<file path="src/rtl/audio_stream_player.sv">
// audio_stream_player
//   Pulls packed 5-sample words from the sound FIFO and plays them through a
//   PWM speaker output at one sample every CLK_DIV clocks.
//
//   state  | meaning
//   -------+--------------------------------------------------------------
//   EMPTY  | no word held; fetch when play_en=1 and the FIFO has data
//   FETCH  | reserved; never entered (the read strobe is issued from EMPTY)
//   WAIT   | read issued last cycle; capture fifo_dout this cycle
//   LOADED | word held; one sample is shifted out per sample_tick
//
// Ports
//   Clk          system clock (100 MHz), all state on rising edge
//   reset_rtl_0  asynchronous active-low reset
//   play_en      playback enable (level)
//   fifo_dout    FIFO read data, [24:0] = five samples, sample0 in [4:0]
//   fifo_empty   FIFO empty flag
//   fifo_rd_en   one-cycle FIFO read strobe (data arrives next cycle)
//   spk          registered PWM speaker drive
//   sample_out   sample currently being played
//   sample_tick  one-cycle pulse at each sample boundary
//   underrun     one-cycle pulse when a sample boundary finds no data
//   underrun_cnt saturating underrun count
module audio_stream_player #(
    parameter int CLK_DIV  = 2268,
    parameter int PWM_BITS = 5
) (
    input  logic                Clk,
    input  logic                reset_rtl_0,
    input  logic                play_en,
    input  logic [31:0]         fifo_dout,
    input  logic                fifo_empty,
    output logic                fifo_rd_en,
    output logic                spk,
    output logic [PWM_BITS-1:0] sample_out,
    output logic                sample_tick,
    output logic                underrun,
    output logic [7:0]          underrun_cnt
);

    localparam int          SAMPLES   = 5;
    localparam int          WORD_BITS = SAMPLES * PWM_BITS;
    localparam logic [15:0] TICK_LAST = 16'(CLK_DIV - 1);
    localparam logic [15:0] TICK_PRE  = 16'(CLK_DIV - 2);
    localparam logic [2:0]  SAMPLES_W = 3'(SAMPLES);

    typedef enum logic [1:0] {
        EMPTY,
        FETCH,
        WAIT,
        LOADED
    } state_t;

    state_t                 state;
    state_t                 state_nxt;
    logic [15:0]            tick_cnt;
    logic [WORD_BITS-1:0]   shift;
    logic [2:0]             remaining;
    logic [PWM_BITS-1:0]    carrier;
    logic                   rd_req;
    logic                   capture;
    logic                   consume;
    logic                   unused_bits;

    assign unused_bits = ^fifo_dout[31:WORD_BITS];

    // sample_tick is registered one count early so it is high exactly while
    // tick_cnt sits at CLK_DIV-1, without a decode glitch on the output.
    always_ff @(posedge Clk or negedge reset_rtl_0) begin
        if (!reset_rtl_0) begin
            tick_cnt    <= '0;
            sample_tick <= 1'b0;
        end else begin
            if (tick_cnt == TICK_LAST)
                tick_cnt <= '0;
            else
                tick_cnt <= tick_cnt + 16'd1;
            sample_tick <= (tick_cnt == TICK_PRE);
        end
    end

    always_ff @(posedge Clk or negedge reset_rtl_0) begin
        if (!reset_rtl_0)
            state <= EMPTY;
        else
            state <= state_nxt;
    end

    always_comb begin
        state_nxt = state;
        rd_req    = 1'b0;
        capture   = 1'b0;
        consume   = 1'b0;
        case (state)
            EMPTY: begin
                if (play_en && !fifo_empty) begin
                    rd_req    = 1'b1;
                    state_nxt = WAIT;
                end
            end
            WAIT: begin
                // The read already happened, so finish it even if play_en fell.
                capture   = 1'b1;
                state_nxt = LOADED;
            end
            LOADED: begin
                if (sample_tick && play_en) begin
                    consume = 1'b1;
                    if (remaining == 3'd1)
                        state_nxt = EMPTY;
                end
            end
            default: state_nxt = EMPTY;
        endcase
    end

    // The state register is EMPTY while reset is held, which could otherwise
    // request a read; the FIFO must never see a strobe during reset.
    assign fifo_rd_en = rd_req & reset_rtl_0;

    // A tick that lands on the WAIT capture cycle is still an underrun: the
    // word is not playable until the following tick.
    assign underrun = sample_tick & play_en & (state != LOADED);

    always_ff @(posedge Clk or negedge reset_rtl_0) begin
        if (!reset_rtl_0) begin
            shift        <= '0;
            remaining    <= '0;
            sample_out   <= '0;
            underrun_cnt <= '0;
        end else begin
            if (capture) begin
                shift     <= fifo_dout[WORD_BITS-1:0];
                remaining <= SAMPLES_W;
            end else if (consume) begin
                shift     <= shift >> PWM_BITS;
                remaining <= remaining - 3'd1;
            end
            if (sample_tick)
                sample_out <= consume ? shift[PWM_BITS-1:0] : '0;
            if (underrun && (underrun_cnt != 8'hFF))
                underrun_cnt <= underrun_cnt + 8'd1;
        end
    end

    // Free-running carrier; spk compares against the registered sample so a
    // new sample takes effect on the next carrier value.
    always_ff @(posedge Clk or negedge reset_rtl_0) begin
        if (!reset_rtl_0) begin
            carrier <= '0;
            spk     <= 1'b0;
        end else begin
            carrier <= carrier + 1'b1;
            spk     <= (carrier < sample_out);
        end
    end

endmodule
</file>
<file path="config.mk">
export PLATFORM = sky130hd
export DESIGN_NAME = audio_stream_player
export DESIGN_NICKNAME = d
export VERILOG_FILES = /design/src/rtl/audio_stream_player.sv
export SDC_FILE = /design/constraint.sdc
export NUM_CORES = 1
export LEC_CHECK = 0
export ABC_AREA = 1
export CAP_MARGIN = 40
export CORE_MARGIN = 2
export CORE_UTILIZATION = 48
export CTS_CLUSTER_SIZE = 30
export DETAILED_ROUTE_END_ITERATION = 10
export GPL_TIMING_DRIVEN = 0
export MAX_ROUTING_LAYER = met4
export PLACE_DENSITY = 0.81
export SLEW_MARGIN = 20
export SYNTH_ARGS = -nofsm -noshare
export SYNTH_HDL_FRONTEND = slang
export SYNTH_SLANG_ARGS = --single-unit
</file>
<file path="constraint.sdc">
create_clock -name Clk -period 2.03 [get_ports Clk]
set_input_delay 0.203 -clock Clk [delete_from_list [all_inputs] [get_ports Clk]]
set_output_delay 0.203 -clock Clk [all_outputs]
set_load 0.01 [all_outputs]
</file>
# Yosys cells after proc, flatten, opt, wreduce, memory -nomap -nowiden
# Cells that the tools add are included.
[word_totals] latch_bits=0 ff_bits=66 mem_count=0 mem_bits_ro=0 output_inout_bits=17 mem_bits_rw=0
[op_classes] n_shift=0 bitwise=3 n_reduce_logical=7 div_mod_pow=0 order_cmp=1 add_sub_neg=4 n_mul=0 n_eq_ne=10 muxes=15
[op_table] op="25-bit two-way mux" count=2
[op_table] op="16-bit by 12-bit equality test with 1-bit output, second input constant" count=2
[op_table] op="16-bit by 1-bit adder with 16-bit output, second input constant" count=1
[op_table] op="16-bit two-way mux" count=1
[op_table] op="8-bit by 1-bit adder with 8-bit output, second input constant" count=1
[op_table] op="2-bit inequality test, second input constant" count=4
[op_table] op="8-bit inequality test, second input constant" count=1
[op_table] op="2-bit two-way mux" count=3
[op_table] op="3-bit two-way mux" count=2
[op_table] op="2-bit one-hot mux with 3 select lines" count=1
[op_table] op="5-bit by 1-bit adder with 5-bit output, second input constant" count=1
[op_table] op="5-bit < comparator" count=1
[op_table] op="1-bit two-way mux" count=5
[op_table] op="5-bit two-way mux" count=1
[op_table] op="2-bit equality test, second input constant" count=2
[op_table] op="1-bit bitwise AND" count=3
[op_table] op="3-bit by 1-bit equality test with 1-bit output, second input constant" count=1
[op_table] op="1-bit logical AND" count=3
[op_table] op="3-bit AND reduction" count=1
[op_table] op="3-bit by 1-bit subtractor with 3-bit output, second input constant" count=1
[op_table] op="2-bit zero test" count=1
[op_table] op="2-bit nonzero test" count=1
[op_table] op="1-bit zero test" count=1

# Longest topological paths before layout
# Gate-level depths: netlist of the first run.
[logic_depth] ltp_word=5 ltp_mapped=8 depth_no_buf=8

# Worst setup path before layout of the first run
# No wires, ideal clock.
[synth_path] kind="flip-flop to flip-flop" from="register underrun_cnt[0]" to="register underrun_cnt[4]" path_stages_with_launch=9 setup_ns=0.123 required_ns=1.907 n_path_buf=0 setup_slack_ns=0.713 synth_period_minus_slack_ns=1.317 arrival_ns=1.194 cell_sequence="dfrtp_1 -> ha_1 -> nand2_1 -> nor2_1 -> nand2_1 -> nand2_2 -> inv_1 -> o21ai_0 -> nand2_1"
[synth_via] elab_chain_cells=2 elab_cells_between_ends=3
[synth_rtl] item="start, declared" line="38" text="output logic [7:0] underrun_cnt"
[synth_rtl] item="start signal, assigned" line="142" text="underrun_cnt <= underrun_cnt + 8'd1;"
[synth_rtl] item="parallel branches: the longest is 2 deep, another holds 8-bit by 1-bit adder with 8-bit output"
# Several ways; the timed one is not identified.
# A chain may end at the register's enable or synchronous reset.

# Worst setup path after layout of the first run
[layout_path] from="register sample_tick" to="output port underrun"
[layout_via] elab_chain_cells=2
[layout_rtl] item="start, declared" line="36" text="output logic sample_tick,"
[layout_rtl] item="start signal, assigned" line="78" text="sample_tick <= (tick_cnt == TICK_PRE);"
[layout_rtl] item="1-bit bitwise AND (2 in a row)" line="123" text="assign underrun = sample_tick & play_en & (state != LOADED);"
[layout_rtl] item="end, declared" line="37" text="output logic underrun,"
# Every way passes these cells.

==> flow_summary.json, run 1 <==
{
  "antenna_found_initial": 0,
  "wl_per_cell_microns": 12.4,
  "ff2ff_path_depth": 8,
  "startpoint_type": "flip-flop",
  "async_flop_share_pct": 100,
  "dr.pass1.iters": 4,
  "drive_gt1_share_pct": 7.71,
  "timing.rr.start": "underrun_cnt[0]",
  "yosysMostFrequentCell": "nand2_1",
  "yosys_warnings": 0,
  "ys_ff_latch": 66,
  "numCtsBuffers": 9,
  "syn_avg_cell_area_sq_um": 8.33,
  "yosysTopAreaCell": "dfrtp_1",
  "vias": 2646,
  "path_clk_slew_ps": 70,
  "path_max_fanout": 7,
  "area_delta_synth_final_pct": 25.8,
  "max_freq_ghz": 0.535,
  "yosys-mux-area-fraction_pct": 0,
  "cts_root_buffer": "clkbuf_8",
  "die-area_sq_um": 7240,
  "synthesis.area_sq_um": 3160,
  "powerDensity_nw_per_um2": 686,
  "grt_start_max_net_pins": 61,
  "crit_type": "flip-flop to output port",
  "skew_ps": 7.91,
  "die_w_microns": 85.1,
  "wl_microns": 6440,
  "drt_iter0_drc": 181,
  "leakagePower_uw": 0.00198,
  "cts_tree": "done",
  "failed_checks": "negative hold slack",
  "grt_pass1_vias": 2611,
  "peakVddDrop_mv": 0.400,
  "antenna_cells": 0,
  "fillers": 548,
  "outcome": "finished with violations",
  "gr-total-overflow": 0,
  "synth-seq-area-share_pct": 52.3,
  "synthXorXnorAreaFrac_pct": 2.77,
  "vias_per_cell": 5.11,
  "setup_violations": 0,
  "rrSetupSlack_ps": 600,
  "initial_core_util_pct": 49.7,
  "yosys.area_share.simple_pct": 26.6,
  "coreArea_sq_um": 6350,
  "fin_crit_sh_pct": 92.1,
  "gp_congestion": 0.895,
  "rows": 29,
  "setup.worst_path.end_class": "output port",
  "yosysUniqueCellTypes": 23,
  "pin_count": 53,
  "dp_hpwl_microns": 4790,
  "synth_compound_area_share_pct": 7.49,
  "final_core_util_pct": 62.6,
  "cts.path.max_buffers": 2,
  "cp.arrival_ps": 1670,
  "synth_top_area_share_pct": 52.3,
  "synthTopCellsByArea": "dfrtp_1 52%, nand2_1 15%, inv_1 5.1%",
  "maxCapViolations": 0,
  "synth_cells": 379,
  "grt_pass1_wl_microns": 11500,
  "fin_tns_setup_ps": 0,
  "dieHeight_microns": 85.1,
  "worst_slack_ps": 160,
  "synthAdderAreaFrac_pct": 3.96,
  "synth_common_cells": "128 x nand2_1, 66 x dfrtp_1, 43 x inv_1",
  "cts_setup_buffers": 0,
  "final_antenna_net_count": 0,
  "track_usage_pct": 20.5,
  "htree_num_levels": 3,
  "tightest_slew_ps": 365,
  "hold_slack_ps": -320,
  "r2r_end": "underrun_cnt[4]",
  "synth-edff-count": 0,
  "syn_nets": 425,
  "synth_flop_cell": "dfrtp_1",
  "max_slew_margin_pct": 75.6,
  "final_hold_viol_count": 66,
  "hp-class": "primary input to asynchronous set/reset pin",
  "required_ps": 1830,
  "synth_top_family_by_area": "simple AND/OR/NAND/NOR gates",
  "post-place-ws_ps": 248,
  "grt_setup_unrepaired": "false",
  "nets": 482,
  "layout_min_cycle_time_ps": 1870,
  "drc_errors": 0,
  "clkSinkCount": 66,
  "port-buffer-count": 45,
  "insertion_delay_ps": 350,
  "drv_slew": 0
}
## final cells by class
class,instances,area (sq um),share of cell area (%)
well taps,77,96.3,2.43
clock buffers,9,124,3.12
flip-flops and latches,66,1650,41.6
inverters,43,161,4.06
repair buffers,46,475,12.0
clock inverters,7,118,2.96
multi-input cells,262,1290,32.4
plain buffers,8,56.3,1.42
## placed cells by master (no fill, tap or decap), types with 6 or more instances in the layout
master / instances
o21ai_0: 15
nor2_1: 37
a22oi_1: 15
nand3_1: 18
ha_1: 10
dfrtp_1: 65
a21oi_1: 6
inv_1: 43
nand4_1: 7
clkbuf_8: 9
clkdlybuf4s50_1: 44
nand2_1: 128
## worst max path at each step
stage	start	to	cells after the start
6_report	sample_tick	underrun	5
2_1_floorplan	underrun_cnt[0]	underrun_cnt[4]	8
3_5_place_dp	play_en	underrun	6
3_3_place_gp	reset_rtl_0	fifo_rd_en	4
4_1_cts	sample_tick	underrun	5
5_1_grt	sample_tick	underrun	5
## metal layers
metal | part of all wire (%) | vias up | wire length, microns | global-route usage (%)
li1 | - | 1313 | - | -
met2 | 47 | 68 | 3020 | 32.1
met1 | 47 | 1247 | 3010 | 26.1
met5 | 0 | - | 0 | -
met3 | 4.4 | 18 | 281 | 4.38
met4 | 2.0 | 0 | 129 | 8.23
## critical path, cell delays in order (launching register included)
cell,delay [ps]
dfrtp_2,440
nand2_2,100
inv_1,60
nand2_1,60
inv_1,110
clkdlybuf4s50_1,550
## sequential cells by signal, summed over array words and instances, names as in the netlist
register	flops
spk	1
carrier	5
sample_tick	1
sample_out	5
remaining	3
shift	25
state	2
underrun_cnt	8
tick_cnt	16
## cells by family after synthesis
logic type | count (synthesis)
and+or+nand+nor | 203
xor gates and xnor gates | 10
adders and majority gates | 10
DFF | 66
buffers and inverters | 51
AOI/OAI and AO/OA | 39
## per-stage QoR
step | total power (uW) | hold WS (ps) | area [sq um] | cells
CTS | 2750 | -334 | 3970 | 518
floorplan | 1340 | -92.6 | 3160 | 379
finish | 2720 | -320 | 3970 | 518
global route | 2830 | -327 | 3970 | 518
detailed placement | 1430 | 42.1 | 3730 | 502
global placement | 1420 | 455 | 3700 | 501
## repair_timing
item,4_1_cts,5_1_grt
endpoints found under the setup margin,0,1
gates resized for setup,0,1
hold endpoints to repair,66,66
## where the power goes
part	switching (uW)	internal, uW	total, uW	leakage (uW)
Sequential	0	1310	1310	0.000845
Clock	510	812	1320	0.000111
Combinational	35.1	52.3	87.4	0.00102
Power figures use the tool's default switching activity.
==> run 2, diff against run 1 <==
- SLEW_MARGIN: 20 -> 15
==> results of run 2 <==
The final DEF is identical to that of run 1; final timing and power are the same.
==> run 3, diff against run 2 <==
- RECOVER_POWER: default -> 100
- SLEW_MARGIN: 15 -> default
==> flow_summary.json, run 3 (synthesized netlist as in run 1, its figures left out) <==
{
  "layout_common_cells": "131 x nand2_1, 65 x dfrtp_1, 43 x inv_1, 41 x nor2_1, 28 x clkdlybuf4s50_1",
  "grt_pass1_wl_microns": 11500,
  "grt_start_max_net_pins": 68,
  "initial_core_util_pct": 49.7,
  "final_common_cell": "nand2_1",
  "layout_min_cycle_time_ps": 1900,
  "dieHeight_microns": 85.1,
  "grt_setup_unrepaired": "false",
  "die-area_sq_um": 7240,
  "antenna_found_initial": 0,
  "crit_chain": "nand2_1 > inv_1 > nand2_1 > inv_1 > dlygate4sd3_1",
  "cts.path.max_buffers": 2,
  "powerDensity_nw_per_um2": 700,
  "coreArea_sq_um": 6350,
  "drc_errors": 0,
  "finalInstanceArea_sq_um": 3890,
  "hold_slack_ps": -68.1,
  "path_clk_slew_ps": 70,
  "gr-total-overflow": 0,
  "leakagePower_uw": 0.00195,
  "track_usage_pct": 20.6,
  "cts_root_buffer": "clkbuf_8",
  "drv_slew": 0,
  "finalNonFillerCells": 517,
  "nets": 481,
  "max_freq_ghz": 0.525,
  "crit_path_top_delay_cell": "dlygate4sd3_1",
  "antenna_cells": 0,
  "failed_checks": "negative hold slack",
  "vias": 2659,
  "outcome": "finished with violations",
  "cts_setup_buffers": 0,
  "cp_slowest_stage_delay_ps": 600,
  "final_core_util_pct": 61.3,
  "dr.pass1.iters": 5,
  "dp_hpwl_microns": 4760,
  "largest_register": "shift",
  "required_ps": 1830,
  "fillers": 548,
  "cts_tree": "done",
  "final_antenna_net_count": 0,
  "placed_cells": 501,
  "max_slew_margin_pct": 45.4,
  "port-buffer-count": 45,
  "crit_type": "flip-flop to output port",
  "die_w_microns": 85.1,
  "rows": 29,
  "fin_tns_setup_ps": 0,
  "path_max_fanout": 7,
  "placed_area_sq_um": 3700,
  "clkSinkCount": 66,
  "numCtsBuffers": 9,
  "drive_gt1_share_pct": 4.32,
  "insertion_delay_ps": 340,
  "pin_count": 53,
  "gp_congestion": 0.895,
  "tightest_slew_ps": 819,
  "vias_per_cell": 5.14,
  "largest_register_ffs": 25,
  "peakVddDrop_mv": 0.545,
  "wl_microns": 6530,
  "final_hold_viol_count": 66,
  "wl_per_cell_microns": 12.6,
  "startpoint_type": "flip-flop",
  "rrSetupSlack_ps": 190,
  "fin_crit_sh_pct": 93.8,
  "area_delta_synth_final_pct": 23.3,
  "maxCapViolations": 0,
  "setup_violations": 0,
  "cp.arrival_ps": 1700,
  "hp-class": "primary input to asynchronous set/reset pin",
  "skew_ps": 6.39,
  "setup.worst_path.end_class": "output port",
  "htree_num_levels": 3,
  "power_uw": 2720,
  "drt_iter0_drc": 204,
  "grt_pass1_vias": 2587,
  "reg_top3": "shift (25), tick_cnt (16), underrun_cnt (8)"
}
run 3: cell types whose count changed in the layout (fill, tap and decap cells not counted), moves of 2 or more:
cell | previous run | this run
buf_2 | 3 | 1
nor2_2 | 2 | 0
nor2_1 | 37 | 41
dlygate4sd3_1 | 0 | 16
nand2_1 | 128 | 131
nor2_4 | 2 | 0
clkbuf_1 | 0 | 7
nand2_2 | 3 | 0
buf_4 | 5 | 1
clkdlybuf4s50_1 | 44 | 28
run 3: final cells by class:
cell class	count	area [sq um]	area share (%)
plain buffers	8	31.3	0.804
multi-input cells	262	1260	32.4
clock inverters	7	118	3.02
clock buffers	9	124	3.18
flip-flops and latches	66	1650	42.5
well taps	77	96.3	2.48
repair buffers	45	448	11.5
inverters	43	161	4.15
run 3: worst max-delay path: cells and delay by family, from the launching register on:
family / cells / cell delay [ps]
buf+inv: 3 / 710
flops: 1 / 450
simple gates: 2 / 190
run 3: timing repair:
item	4_1_cts	5_1_grt
hold endpoints to repair	66	0
setup endpoints to repair	0	1
gates resized for setup	0	1
run 3: path summary, 6_finish.rpt:
path                                    start            end  depth (start not counted)
min in group Clk                fifo_dout[23]      shift[23]                          3
worst min register to register     carrier[4]     carrier[4]                          1
worst min-delay path              reset_rtl_0    tick_cnt[7]                          1
worst max register to register    sample_tick  sample_out[2]                          6
worst max-delay path              sample_tick       underrun                          5
max in group asynchronous         reset_rtl_0    sample_tick                          1
run 3: per-stage QoR:
step	setup WS, ps	hold WS, ps
final	125	-68.1
after floorplan	713	-92.6
after CTS	84.8	-15.4
after global placement	-1860	455
after global routing	31.7	9.95
after detailed placement	148	358
run 3: where the power goes:
part	internal, uW	total (uW)	switching [uW]
Sequential	1310	1310	0
Combinational	46.5	79.6	33.1
Clock	812	1330	517
Total	2170	2720	550
run 3: routing by layer:
metal	track usage [%]	vias up	wire [microns]
met4	7.79	0	85
met3	4.96	12	393
li1	-	1316	-
met1	25.8	1240	2880
met5	-	-	0
met2	32.5	91	3170
